===== src/rtl/lc2k_mem_pkg.sv =====
// Shared types and helpers for the LC2K data-memory interface.
package lc2k_mem_pkg;

    localparam int LC2K_DATA_W = 32;

    typedef enum logic [1:0] {
        IDLE = 2'd0,
        BUSY = 2'd1,
        RESP = 2'd2
    } lc2k_mem_state_e;

    // The ALU result is a signed word address; negatives and anything past the top word are illegal.
    function automatic logic addr_in_range(input logic [31:0] addr, input int unsigned aw);
        logic [31:0] limit;
        limit = 32'd1 << aw;
        return !addr[31] && (addr < limit);
    endfunction

endpackage


===== src/rtl/lc2k_mem_timeout_ctr.sv =====
// Cycle counter that flags when a memory request has waited TIMEOUT cycles.
module lc2k_mem_timeout_ctr #(
    parameter int TIMEOUT = 255
) (
    input  logic clk,
    input  logic reset,
    input  logic clear,
    input  logic enable,
    output logic expired
);

    localparam int CW = (TIMEOUT > 1) ? $clog2(TIMEOUT) : 1;

    logic [CW-1:0] cnt_q, cnt_d;

    assign expired = (cnt_q == CW'(TIMEOUT - 1));

    always_comb begin
        cnt_d = cnt_q;
        if (clear)
            cnt_d = '0;
        else if (enable && !expired)
            cnt_d = cnt_q + 1'b1;
    end

    always_ff @(posedge clk or posedge reset) begin
        if (reset)
            cnt_q <= '0;
        else
            cnt_q <= cnt_d;
    end

endmodule


===== src/rtl/lc2k_mem_initiator.sv =====
// LC2K data-memory initiator: range check, req/ack handshake with timeout, one-cycle response.
module lc2k_mem_initiator
    import lc2k_mem_pkg::*;
#(
    parameter int DATA_W  = LC2K_DATA_W,
    parameter int ADDR_W  = 6,
    parameter int TIMEOUT = 255
) (
    input  logic              clk,
    input  logic              reset,
    input  logic              op_valid,
    output logic              op_ready,
    input  logic              op_write,
    input  logic [31:0]       op_addr,
    input  logic [DATA_W-1:0] op_wdata,
    output logic              resp_valid,
    output logic [DATA_W-1:0] resp_rdata,
    output logic              resp_err,
    output logic              stall,
    output logic              mem_req,
    output logic              mem_we,
    output logic [ADDR_W-1:0] mem_addr,
    output logic [DATA_W-1:0] mem_wdata,
    input  logic              mem_ack,
    input  logic [DATA_W-1:0] mem_rdata
);

    lc2k_mem_state_e   state_q, state_d;
    logic              mem_req_q, mem_req_d;
    logic              mem_we_q, mem_we_d;
    logic [ADDR_W-1:0] mem_addr_q, mem_addr_d;
    logic [DATA_W-1:0] mem_wdata_q, mem_wdata_d;
    logic              resp_valid_q, resp_valid_d;
    logic [DATA_W-1:0] resp_rdata_q, resp_rdata_d;
    logic              resp_err_q, resp_err_d;
    logic              ctr_clear, ctr_en, ctr_expired;

    lc2k_mem_timeout_ctr #(.TIMEOUT(TIMEOUT)) u_timeout (
        .clk     (clk),
        .reset   (reset),
        .clear   (ctr_clear),
        .enable  (ctr_en),
        .expired (ctr_expired)
    );

    assign op_ready   = (state_q == IDLE);
    assign stall      = (state_q == BUSY) || ((state_q == IDLE) && op_valid);
    assign mem_req    = mem_req_q;
    assign mem_we     = mem_we_q;
    assign mem_addr   = mem_addr_q;
    assign mem_wdata  = mem_wdata_q;
    assign resp_valid = resp_valid_q;
    assign resp_rdata = resp_rdata_q;
    assign resp_err   = resp_err_q;

    always_comb begin
        state_d      = state_q;
        mem_req_d    = 1'b0;
        mem_we_d     = mem_we_q;
        mem_addr_d   = mem_addr_q;
        mem_wdata_d  = mem_wdata_q;
        resp_valid_d = 1'b0;
        resp_rdata_d = '0;
        resp_err_d   = 1'b0;
        ctr_clear    = 1'b0;
        ctr_en       = 1'b0;
        unique case (state_q)
            IDLE: begin
                if (op_valid) begin
                    mem_we_d    = op_write;
                    mem_addr_d  = op_addr[ADDR_W-1:0];
                    mem_wdata_d = op_wdata;
                    if (addr_in_range(op_addr, ADDR_W)) begin
                        state_d   = BUSY;
                        mem_req_d = 1'b1;
                        ctr_clear = 1'b1;
                    end else begin
                        state_d      = RESP;
                        resp_valid_d = 1'b1;
                        resp_err_d   = 1'b1;
                    end
                end
            end
            BUSY: begin
                // Ack is checked first so an ack in the last counted cycle still completes.
                if (mem_ack) begin
                    state_d      = RESP;
                    resp_valid_d = 1'b1;
                    resp_rdata_d = mem_we_q ? '0 : mem_rdata;
                end else if (ctr_expired) begin
                    state_d      = RESP;
                    resp_valid_d = 1'b1;
                    resp_err_d   = 1'b1;
                end else begin
                    mem_req_d = 1'b1;
                    ctr_en    = 1'b1;
                end
            end
            RESP:    state_d = IDLE;
            default: state_d = IDLE;
        endcase
    end

    always_ff @(posedge clk or posedge reset) begin
        if (reset) begin
            state_q      <= IDLE;
            mem_req_q    <= 1'b0;
            mem_we_q     <= 1'b0;
            mem_addr_q   <= '0;
            mem_wdata_q  <= '0;
            resp_valid_q <= 1'b0;
            resp_rdata_q <= '0;
            resp_err_q   <= 1'b0;
        end else begin
            state_q      <= state_d;
            mem_req_q    <= mem_req_d;
            mem_we_q     <= mem_we_d;
            mem_addr_q   <= mem_addr_d;
            mem_wdata_q  <= mem_wdata_d;
            resp_valid_q <= resp_valid_d;
            resp_rdata_q <= resp_rdata_d;
            resp_err_q   <= resp_err_d;
        end
    end

endmodule

===== config.mk =====
export PLATFORM = sky130hd
export DESIGN_NAME = lc2k_mem_initiator
export DESIGN_NICKNAME = d
export VERILOG_FILES = /design/src/rtl/lc2k_mem_pkg.sv /design/src/rtl/lc2k_mem_timeout_ctr.sv /design/src/rtl/lc2k_mem_initiator.sv
export SDC_FILE = /design/constraint.sdc
export NUM_CORES = 1
export LEC_CHECK = 0
export BUFFER_PORTS_ARGS = -buffer_cell sky130_fd_sc_hd__buf_4
export CELL_PAD_IN_SITES_DETAIL_PLACEMENT = 1
export CELL_PAD_IN_SITES_GLOBAL_PLACEMENT = 1
export CORE_MARGIN = 1.5
export CORE_UTILIZATION = 36
export DETAILED_ROUTE_END_ITERATION = 12
export HOLD_SLACK_MARGIN = 0.03
export PLACE_DENSITY = 0.85
export SLEW_MARGIN = 20
export SYNTH_ARGS = -nofsm -noshare
export SYNTH_HDL_FRONTEND = slang
export SYNTH_HIERARCHICAL = 1
export SYNTH_SLANG_ARGS = --single-unit

===== constraint.sdc =====
create_clock -name clk -period 4.8 [get_ports clk]
set_input_delay 0.48 -clock clk [delete_from_list [all_inputs] [get_ports clk]]
set_output_delay 0.48 -clock clk [all_outputs]
set_load 0.02 [all_outputs]

== Yosys cells after proc, flatten, opt, wreduce, memory -nomap -nowiden ==
Cells that the tools add are included.

* $add $sub $neg: 1
* Multipliers: 0
* Divide/modulo/power cells: 0
* $lt $le $gt $ge: 1
* Equality and inequality tests: 4
* Shifts and indexed selects: 0
* Muxes and demuxes: 24
* Bitwise operators: 0
* Reduce and logical (&&, ||, !) cells: 10

{| class="wikitable"
|+ Operators with widths
! cell !! number
|-
| 2-to-1 mux 32 bit || 3
|-
| less-than comparator 32 x 7 -> 1 bit (second input constant) || 1
|-
| 2-to-1 mux 8 bit || 2
|-
| 2-to-1 mux 1 bit || 11
|-
| adder 8 x 1 -> 8 bit (second input constant) || 1
|-
| == test 8 bit (second input constant) || 1
|-
| 2-to-1 mux 2 bit || 4
|-
| one-hot mux 1 bit (2 select lines) || 3
|-
| one-hot mux 2 bit (2 select lines) || 1
|-
| AND reduction 2 bit || 2
|-
| logical AND 1 bit || 3
|-
| inequality test 3 x 2 -> 1 bit (second input constant) || 1
|-
| == test 2 x 1 -> 1 bit (second input constant) || 1
|-
| logical NOT 1 bit || 2
|-
| logical NOT 2 bit || 1
|-
| inequality test 2 bit (second input constant) || 1
|-
| nonzero test 2 bit || 1
|-
| logical OR 1 bit || 1
|}

* Register bits: 84
* Bits in latches: 0
* RAM bits: 0
* Bits in read-only memories: 0
* Input bits: 101
* Output and inout bits: 76
* Logic and storage cells: 49
* Memories kept: 0

== Logic depth before layout (Yosys ltp) ==
* Word-level depth: 7
* Mapped depth: 9
* Depth with buffers taken out: 8

== Hierarchy ==
The synthesis kept the hierarchy.

{| class="wikitable"
|+ Modules (own cells, without submodules)
! module !! times used !! cells each !! area each (um^2)
|-
| lc2k_mem_initiator || 1 || 184 || 2,791.4
|-
| lc2k_mem_timeout_ctr || 1 || 52 || 489.2
|}

== Worst setup path before layout ==
No wires, ideal clock.

* Kind: input-to-reg
* Start point: input op_valid
* End point: register u_timeout.cnt_q[0]
* Arrival: 1.882 ns
* Required time: 4.675 ns
* Path slack: 2.793 ns
* Stages on the path: 7
* Path buffers: 2
* Cell sequence: nor3b_4 buf_4 inv_2 nor4b_2 buf_1 nor2_1 mux2_4

* Word-level cells in the longest chain between the ends: 3
* Elaborated cells between the ends (all ways): 4

{| class="wikitable"
|+ Ends and longest elaborated chain
! element !! RTL line !! source
|-
| start: declaration || lc2k_mem_initiator.sv:11 || <nowiki>input logic op_valid,</nowiki>
|-
| 2-to-1 mux 1 bit * || lc2k_mem_initiator.sv:69 || <nowiki>if (op_valid) begin</nowiki>
|-
| 2-to-1 mux 1 bit * || lc2k_mem_initiator.sv:67 || <nowiki>unique case (state_q)</nowiki>
|-
| named net ctr_clear || lc2k_mem_initiator.sv:36 || <nowiki>logic ctr_clear, ctr_en, ctr_expired;</nowiki>
|-
| 2-to-1 mux 8 bit or nonzero test 2 bit (tied branches) || - ||
|-
| end signal: assignment || lc2k_mem_timeout_ctr.sv:30 || <nowiki>cnt_q <= cnt_d;</nowiki>
|-
| end: declaration || lc2k_mem_timeout_ctr.sv:14 || <nowiki>logic [CW-1:0] cnt_q, cnt_d;</nowiki>
|}

Mark *: on every way through the listed nets, which the timed path passes. The rest lies on a longest branch.
A chain may end at the register's enable or synchronous reset.

== Final worst setup path ==
* Start point: register u_timeout.cnt_q[0]
* End point: register u_timeout.cnt_q[7]

* Word-level cells in the longest chain between the ends: 6
* Elaborated cells between the ends (all ways): 10

{| class="wikitable"
|+ Ends and longest elaborated chain
! element !! RTL line !! source
|-
| == test 8 bit || lc2k_mem_timeout_ctr.sv:16 || <nowiki>assign expired = (cnt_q == CW'(TIMEOUT - 1));</nowiki>
|-
| named net ctr_expired || lc2k_mem_initiator.sv:36 ||
|-
| 2-to-1 mux 1 bit || lc2k_mem_initiator.sv:90 || <nowiki>end else if (ctr_expired) begin</nowiki>
|-
| 2-to-1 mux 1 bit || lc2k_mem_initiator.sv:86 || <nowiki>if (mem_ack) begin</nowiki>
|-
| 2-to-1 mux 1 bit || lc2k_mem_initiator.sv:67 ||
|-
| named net ctr_en || lc2k_mem_initiator.sv:36 ||
|-
| logical AND 1 bit || lc2k_mem_timeout_ctr.sv:22 || <nowiki>else if (enable && !expired)</nowiki>
|-
| nonzero test 2 bit (no source line) || - ||
|}

The timed path passes the listed nets, and every way through them passes these cells. The select of a mux whose other input is x is not followed.

==> results by group <==
Setup path
  – CP arrival: 2.86 ns
  – Crit-path leading delay family: simple AND/OR/NAND/NOR gates
  – Buffer and inverter count on the worst path: 1
  – Worst-path cell chain: inv_1 > ha_1 > nand2_1 > nor3_2 > nor3_1 > nand3_1 > nor4_1 > a211oi_2
  – Largest stage delay, worst path: 0.82 ns
  – Crit-path max FO: 11
  – CP Data Required Time: 4.98 ns
  – WS Path Type: register to register
  – CP Capture Type: register
  – Slowest stage cell, crit path: nor3_1
  – Startpoint Class: register

CTS
  – Root buf cell: clkbuf_8
  – Reg clk slew, reported paths: 0.09 ns
  – Hold_buf cts: 0
  – Worst-skew pair later-pin latency: 0.34 ns
  – Clock Tree Buf Depth: 2
  – Total number of H-tree levels: 3
  – Sink Count: 84
  – PostCTS Resize Cnt: 0
  – CTS Buf Count: 9
  – TritonCTS clock tree: done
  – Post-CTS Setup Bufs: 0

Synth
  – Xor/xnor cell area share of the yosys netlist: 0
  – Cell count after synthesis: 236
  – Synth area leader: dfrtp_1
  – Register area share after synthesis: 0.641
  – Syn nets: 339
  – Synth Area in Adders: 0.00763
  – Post-synthesis compound-gate area fraction: 0.0484
  – Synth Cell Area: 0.00328 mm²
  – Multiplexer area fraction after synthesis: 0.138
  – Area fraction of the dominant cell type after synthesis: 0.641
  – Syn_area_per_cell: 13.9 µm²
  – Largest cells by area after synthesis: dfrtp_1, mux2_2, and2_1, nor4_1, buf_4
  – Register bit total from synthesis: 84
  – Largest family of logic cells by synthesized area: simple AND/OR/NAND/NOR gates
  – Simple-Gate Fraction of Synth Area: 0.141
  – Yosys warnings: 6
  – Yosys cell types: 37

Min path
  – Hold Path Class: input pin to async pin

Timing
  – RSZ-0062 raised after global routing: false
  – Max Clock Skew: 0.0107 ns
  – Final hold viol count: 0
  – Final Cycle Share: 0.559
  – Max_slew headroom: 0.328
  – Post-layout min period: 2.68 ns
  – Worst Tran Pin Value: 1.00 ns
  – Final setup violation count: 0
  – Fin. max-slew vios: 0
  – Setup TNS: 0 ns
  – Fmax: 372 MHz
  – Setup WS post-layout: 2.12 ns

Detailed routing
  – DR DRC count: 0
  – Vias: 2573
  – WL final: 9020 µm
  – Vias per cell: 4.87
  – 1st-pass router iterations: 4
  – Mean routed wirelength per cell: 17.1 µm
  – Starting DRT DRC Count: 65
  – Routed Antenna Nets: 0

Cells and area
  – # diodes: 0
  – Fraction of layout cells with a size suffix above 1: 0.574
  – Final #Nets: 519
  – Filler cell count: 922
  – Area growth from synthesis to layout: 49.6%

Power and ir drop
  – Peak VDD IR: 0.170 mV
  – Pwr/cell area: 332 mW/mm²
  – Leakage: 2.44 nW

Outcome
  – Status: finished clean

Floorplan
  – Die Width: 98.5 µm
  – I/O pins: 177
  – Die height: 98.5 µm
  – Initial Util: 0.374
  – DIE AREA: 0.00969 mm²
  – Std-Cell Rows: 34
  – Core area: 0.00876 mm²

Place
  – Final GP Congestion: 0.863
  – Place WS: 2.17 ns
  – Post-DP HPWL: 6980 µm
  – IO buf count: 176

Global route
  – Initial antenna violation count: 0
  – First-pass GRT wire length: 14800 µm
  – Global Route Usage Sum: 0.194
  – Largest net degree at the start of global routing: 44
  – Total grt overflow: 0
  – Number of global-route vias before repair: 2931

Run
  – Max-cap violations: 0
[logic make-up (layout without fill, tap and decap cells)]
group,count (synthesis),in the layout
buf+inv,15,199
flops,84,84
mux,40,40
simple gates,75,75
compound gates,20,20
fa+ha+maj,2,2
[final cells by class]
type,instances,area (µm²),share of cell area
Clock inverter,5,77.6,0.0158
Timing Repair Buffer,179,1340,0.274
Sequential cell,84,2100,0.428
Tap cell,108,135,0.0275
Inverter,5,20.0,0.00408
Clock buffer,10,128,0.0260
Multi-Input combinational cell,137,1100,0.225
[final timing paths]
path / from / endpoint / slack [ns] / cells after the start
hold reg to reg: mem_wdata[14]$_DFFE_PP0P_ / mem_wdata[14]$_DFFE_PP0P_ / 0.51 / 1
hold / removal: reset / u_timeout/cnt_q[1]$_DFFE_PP0P_ / 0.11 / 2
max in group asynchronous: reset / resp_rdata[14]$_DFF_PP0_ / 3.64 / 3
setup reg to reg: u_timeout/cnt_q[0]$_DFFE_PP0P_ / u_timeout/cnt_q[7]$_DFFE_PP0P_ / 2.12 / 8
setup / recovery: u_timeout/cnt_q[0]$_DFFE_PP0P_ / u_timeout/cnt_q[7]$_DFFE_PP0P_ / 2.12 / 8
min in group clk: mem_rdata[10] / resp_rdata[10]$_DFF_PP0_ / 0.35 / 2
[synthesized netlist by cell type, drive strengths merged]
master,count
dfrtp,84
mux2,40
and2,33
nor2,8
buf,7
nor4,7
nand2,6
nor3,6
a21oi,5
inv,5
a211oi,3
and3,3
clkbuf,3
nand3,3
a311oi,2
a41oi,2
ha,2
nand4,2
nor3b,2
o21bai,2
o32a,2
a21boi,1
and4,1
nand2b,1
nand4b,1
nor4b,1
nor4bb,1
o21ai,1
o221a,1
o22a,1
[report_power, final]
part | total [W] | leakage [nW] | switching, W | internal (W)
clock network | 0.000530 | 0.102 | 0.000241 | 0.000289
registers | 0.000790 | 1.07 | 0.0000298 | 0.000760
logic | 0.000309 | 1.26 | 0.000144 | 0.000165
total | 0.00163 | 2.44 | 0.000415 | 0.00121
[cells in the final DEF (no fill, tap or decap), types with 5 or more instances in the layout]
| master | synthesis | final |
|---|---|---|
| buf_4 | 5 | 179 |
| dfrtp_1 | 84 | 84 |
| mux2_2 | 39 | 39 |
| and2_1 | 33 | 33 |
| clkbuf_8 | 0 | 9 |
| nor2_1 | 8 | 8 |
| nor4_1 | 7 | 7 |
| nand2_1 | 6 | 6 |
| nor3_1 | 5 | 5 |
| a21oi_1 | 5 | 5 |
[flip-flops by register name, summed over array words and instances (netlist names)]
name,count
mem_addr,6
state_q,2
resp_rdata,32
u_timeout/cnt_q,8
mem_req,1
resp_valid,1
mem_wdata,32
mem_we,1
resp_err,1
[through the flow]
stage / instance area (µm²) / instances / utilization / total power (W) / hold slack, ns
2_1_floorplan: 3280 / 236 / - / 0.000947 / 0.296
3_3_place_gp: 4700 / 513 / 0.537 / 0.00111 / 0.463
3_5_place_dp: 4700 / 513 / 0.537 / 0.00112 / 0.478
4_1_cts: 4910 / 528 / 0.560 / 0.00165 / 0.102
5_1_grt: 4910 / 528 / 0.560 / 0.00171 / 0.120
6_report: 4910 / 528 / 0.560 / 0.00163 / 0.108
[metal layers]
| metal | wire, µm | track usage | vias to the layer above |
|---|---|---|---|
| li1 | - | - | 1187 |
| met1 | 3520 | 0.235 | 1264 |
| met2 | 4670 | 0.332 | 111 |
| met3 | 680 | 0.0546 | 11 |
| met4 | 152 | 0.0715 | 0 |
| met5 | 0 | 0 | - |
[worst register-to-register path, stage by stage (launching register included)]
cell	delay, ns
dfrtp_1	0.42
inv_1	0.08
ha_1	0.24
nand2_1	0.11
nor3_2	0.07
nor3_1	0.83
nand3_1	0.26
nor4_1	0.40
a211oi_2	0.12
Note: power is estimated with default switching activity, not from simulation.
